## config.mk

```make
export PLATFORM = sky130hd
export DESIGN_NAME = counter_74hc193
export DESIGN_NICKNAME = d
export VERILOG_FILES = /design/src/rtl/counter_74hc193.sv
export SDC_FILE = /design/constraint.sdc
export NUM_CORES = 1
export LEC_CHECK = 0
export ABC_AREA = 1
export CAP_MARGIN = 15
export CORE_MARGIN = 2
export CORE_UTILIZATION = 25
export CTS_BUF_LIST = sky130_fd_sc_hd__clkbuf_4
export DETAILED_ROUTE_END_ITERATION = 8
export PLACE_DENSITY = 0.56
export REMOVE_ABC_BUFFERS = 1
export SLEW_MARGIN = 20
export SYNTH_ARGS = -nofsm -noshare
export SYNTH_HDL_FRONTEND = slang
export SYNTH_SLANG_ARGS = --single-unit
```

## constraint.sdc

```tcl
create_clock -name CP -period 1.76 [get_ports CP]
set_clock_uncertainty 0.15 [all_clocks]
set_input_delay 0.528 -clock CP [delete_from_list [all_inputs] [get_ports CP]]
set_output_delay 0.528 -clock CP [all_outputs]
set_load 0.02 [all_outputs]
```

## src/rtl/counter_74hc193.sv

```systemverilog
// Presettable synchronous up/down binary counter with cascadable enables,
// single clock plus direction input, asynchronous master reset.
module counter_74hc193 #(
   parameter int WIDTH = 4
) (
   input  logic             CP,
   input  logic             MR,
   input  logic             PL,
   input  logic [WIDTH-1:0] D,
   input  logic             UD,
   input  logic             CEP,
   input  logic             CET,
   output logic [WIDTH-1:0] Q,
   output logic             TCU,
   output logic             TCD
);

   localparam logic [WIDTH-1:0] QMAX = '1;
   localparam logic [WIDTH-1:0] ONE  = WIDTH'(1);

   generate
      if (WIDTH < 2) begin : g_width_check
         $error("counter_74hc193: WIDTH must be at least 2");
      end
   endgenerate

   // Modulo-2^WIDTH step; wrap in either direction falls out of the truncation.
   function automatic logic [WIDTH-1:0] count_next(input logic [WIDTH-1:0] q,
                                                   input logic up);
      return up ? (q + ONE) : (q - ONE);
   endfunction

   always_ff @(posedge CP or posedge MR) begin
      if (MR) begin
         Q <= '0;
      end else if (!PL) begin
         Q <= D;
      end else if (CEP && CET) begin
         Q <= count_next(Q, UD);
      end
   end

   // Terminal counts ignore CEP so a paused stage still ripples its carry/borrow.
   assign TCU = CET &  UD & (Q == QMAX);
   assign TCD = CET & ~UD & (Q == '0);

endmodule

```

==> metrics.md <==
| Metric | Value |
|---|---|
| Status | complete, but fails checks |
| Failing checks | negative setup slack |
| IO Port Bufs | 15 |
| I/O Pins | 16 |
| Post-synth top area share | 29.9% |
| Post-place setup slack | -0.833 ns |
| CP startpoint kind | flop |
| Worst vdd ir | 302 uV |
| Async SR Flop Fraction | 100% |
| CP top delay family | flip-flops |
| Final Cycle Share | 102% |
| Residual DRC | 0 |
| Critical path cell sequence | inv_2 -> nand3_2 -> nor4_1 -> buf_2 |
| Clock sink total | 4 |
| Synth Flop Type | dfrtp_1 |
| Worst Max-Slew Pin Slew | 0.204 ns |
| Worst-Skew Late Latency | 0.23 ns |
| Reg2Reg Depth | 4 |
| Vias/cell | 4.26 |
| Most common library cells after synthesis | nand2_1, nand3_1, dfrtp_1, inv_1, nor2_1 |
| Initial core utilization | 26.4% |
| Post-synth EDFFs | 0 |
| CP Max Fanout | 3 |
| Fraction of final layout cells sized beyond drive strength 1 | 39.0% |
| Hold bufs inserted after CTS | 0 |
| Min Clock Period, post-route | 1.79 ns |
| Seq/Total Area, Yosys | 29.9% |
| Final WL | 864 um |
| Most frequent cell after synthesis | nand2_1 |
| Row count | 13 |
| CP bufs+invs | 2 |
| Critical Path RT | 1.08 ns |
| Inserted Diodes | 0 |
| DP HPWL | 719 um |
| Largest net degree at the start of global routing | 6 |
| Initial DRC Count | 3 |
| Vias | 392 |
| Fmax achieved | 559 MHz |
| Global route overflow | 0 |
| Slew Limit Fails | 0 |
| P&R area growth vs syn | 80.6% |
| Layout Utilization | 47.7% |
| Hold Path Class | in2async |
| Netlist cell types | 16 |
| Crit. path cell count | 4 |
| Critical Path AT | 1.11 ns |
| Routed Antenna Nets | 0 |
| Avg Inst Size Synth | 6.99 sq um |
| Mapped Cells | 48 |
| Die Span X | 40.6 um |
| Final worst setup slack | -0.0294 ns |
| Synth area leader | dfrtp_1 |
| Reg with most FFs | Q |
| Largest regs | Q: 4 flops |
| Leakage power | 0.313 nW |
| Nets@finish | 92 |
| Max-cap check violation count | 0 |
| Unrepaired setup endpoints after global routing | true |
| CTS root buffer | clkbuf_4 |
| Largest cells by area after synthesis | dfrtp_1, nand2_1, ha_1, nand3_1, fa_1 |
| CTS Buffer Depth | 2 |
| Die area | 1650 sq um |
| Initial antenna violation count | 0 |
| Power Dens Cells | 735 nW/um^2 |
| Routability cong. | 0.735 |
| Yosys reg bits | 4 |
| First-pass GRT wire length | 1400 um |
| DIE HEIGHT | 40.6 um |
| CP Class | reg2out |
| Synthesized area | 335 sq um |
| Worst Setup End Kind | output port |
| # H-tree levels | 1 |
| Number of global-route vias before repair | 351 |
| Worst stage delay on the critical path | 0.38 ns |
| Clock Pin Slew Worst Setup and Hold Paths | 0.04 ns |
| Warnings, synthesis | 0 |
| Relative slew slack | 86.3% |
| GR Util All Layers | 13.7% |
| CP max stage cell | dfrtp_1 |
| Setup Viol. Count Final | 1 |
| Max reg flops | 4 |
| TritonCTS Buffers | 3 |
| First-pass detailed-route iteration total | 2 |
| Core Area | 1270 sq um |
| TritonCTS clock tree | yes |
| Final hold vios | 0 |
| Wire per inst | 9.39 um |
-- kinds of logic (layout without fill, tap and decap cells) --
kind of cell	after synthesis	count (layout)	synth area share, %
buffers and inverters	7	36	7.83
xor gates and xnor gates	2	2	5.22
adders and majority gates	3	3	13.4
AOI/OAI and AO/OA	2	2	3.36
and+or+nand+nor	30	30	40.3
DFF	4	4	29.9
-- report_power, final --
part           internal [W]  switching (W)
sequential         0.000107      0.0000134
clock             0.0000760      0.0000337
combinational      0.000108       0.000106
-- area by class of cell --
| type | instances | area [sq um] |
|---|---|---|
| repair buffers | 26 | 206 |
| clock buffers | 3 | 22.5 |
| inverters | 7 | 26.3 |
| well taps | 15 | 18.8 |
| fillers | 137 | 663 |
| multi-input cells | 37 | 231 |
| flip-flops and latches | 4 | 100 |
-- per-stage QoR --
stage | power (W) | hold slack (ns) | instance area [sq um] | TNS [ns] | cells
final | 0.000445 | 0.329 | 606 | -0.0294 | 92
after global routing | 0.000492 | 0.340 | 606 | -0.0890 | 92
after floorplan | 0.000225 | 0.144 | 335 | -0.329 | 48
after CTS | 0.000452 | 0.322 | 606 | -0.121 | 91
after detailed placement | 0.000335 | 0.445 | 572 | -3.08 | 87
after global placement | 0.000334 | 0.441 | 572 | -3.07 | 87
-- layout by cell type, fill, tap and decap left out, types with 2 or more instances in the layout --
| cell | Yosys | layout |
|---|---|---|
| inv_2 | 3 | 5 |
| nand2_1 | 16 | 16 |
| clkdlybuf4s50_1 | 0 | 7 |
| buf_2 | 0 | 2 |
| clkbuf_4 | 0 | 3 |
| clkbuf_2 | 0 | 3 |
| xor2_1 | 2 | 2 |
| dfrtp_1 | 4 | 4 |
| inv_1 | 4 | 2 |
| buf_4 | 0 | 12 |
| nand3_1 | 5 | 4 |
| nor2_1 | 4 | 4 |
-- path summary, 6_finish.rpt --
check | startpoint | slack [ns] | endpoint
min | MR | 0.33 | Q[3]
min in group CP | Q[3] | 0.47 | Q[3]
max in group asynchronous | MR | 0.99 | Q[1]
min reg2reg | Q[3] | 0.47 | Q[3]
max | Q[3] | -0.03 | TCD
max reg2reg | Q[0] | 0.19 | Q[1]
-- timing repair --
action	CTS	global route
buffers inserted	2	1
endpoints found under the setup margin	9	6
gates cloned	0	0
gates resized for setup	31	5
pin swaps	4	3
-- per-layer routing --
layer | vias up | wire (um) | GRT usage, %
met5 | - | 0 | 0
met4 | 0 | 0 | 10.0
met3 | 0 | 53 | 3.26
met2 | 8 | 443 | 21.8
met1 | 171 | 367 | 15.7
li1 | 213 | - | -
Note: power is estimated with default switching activity, not from simulation.
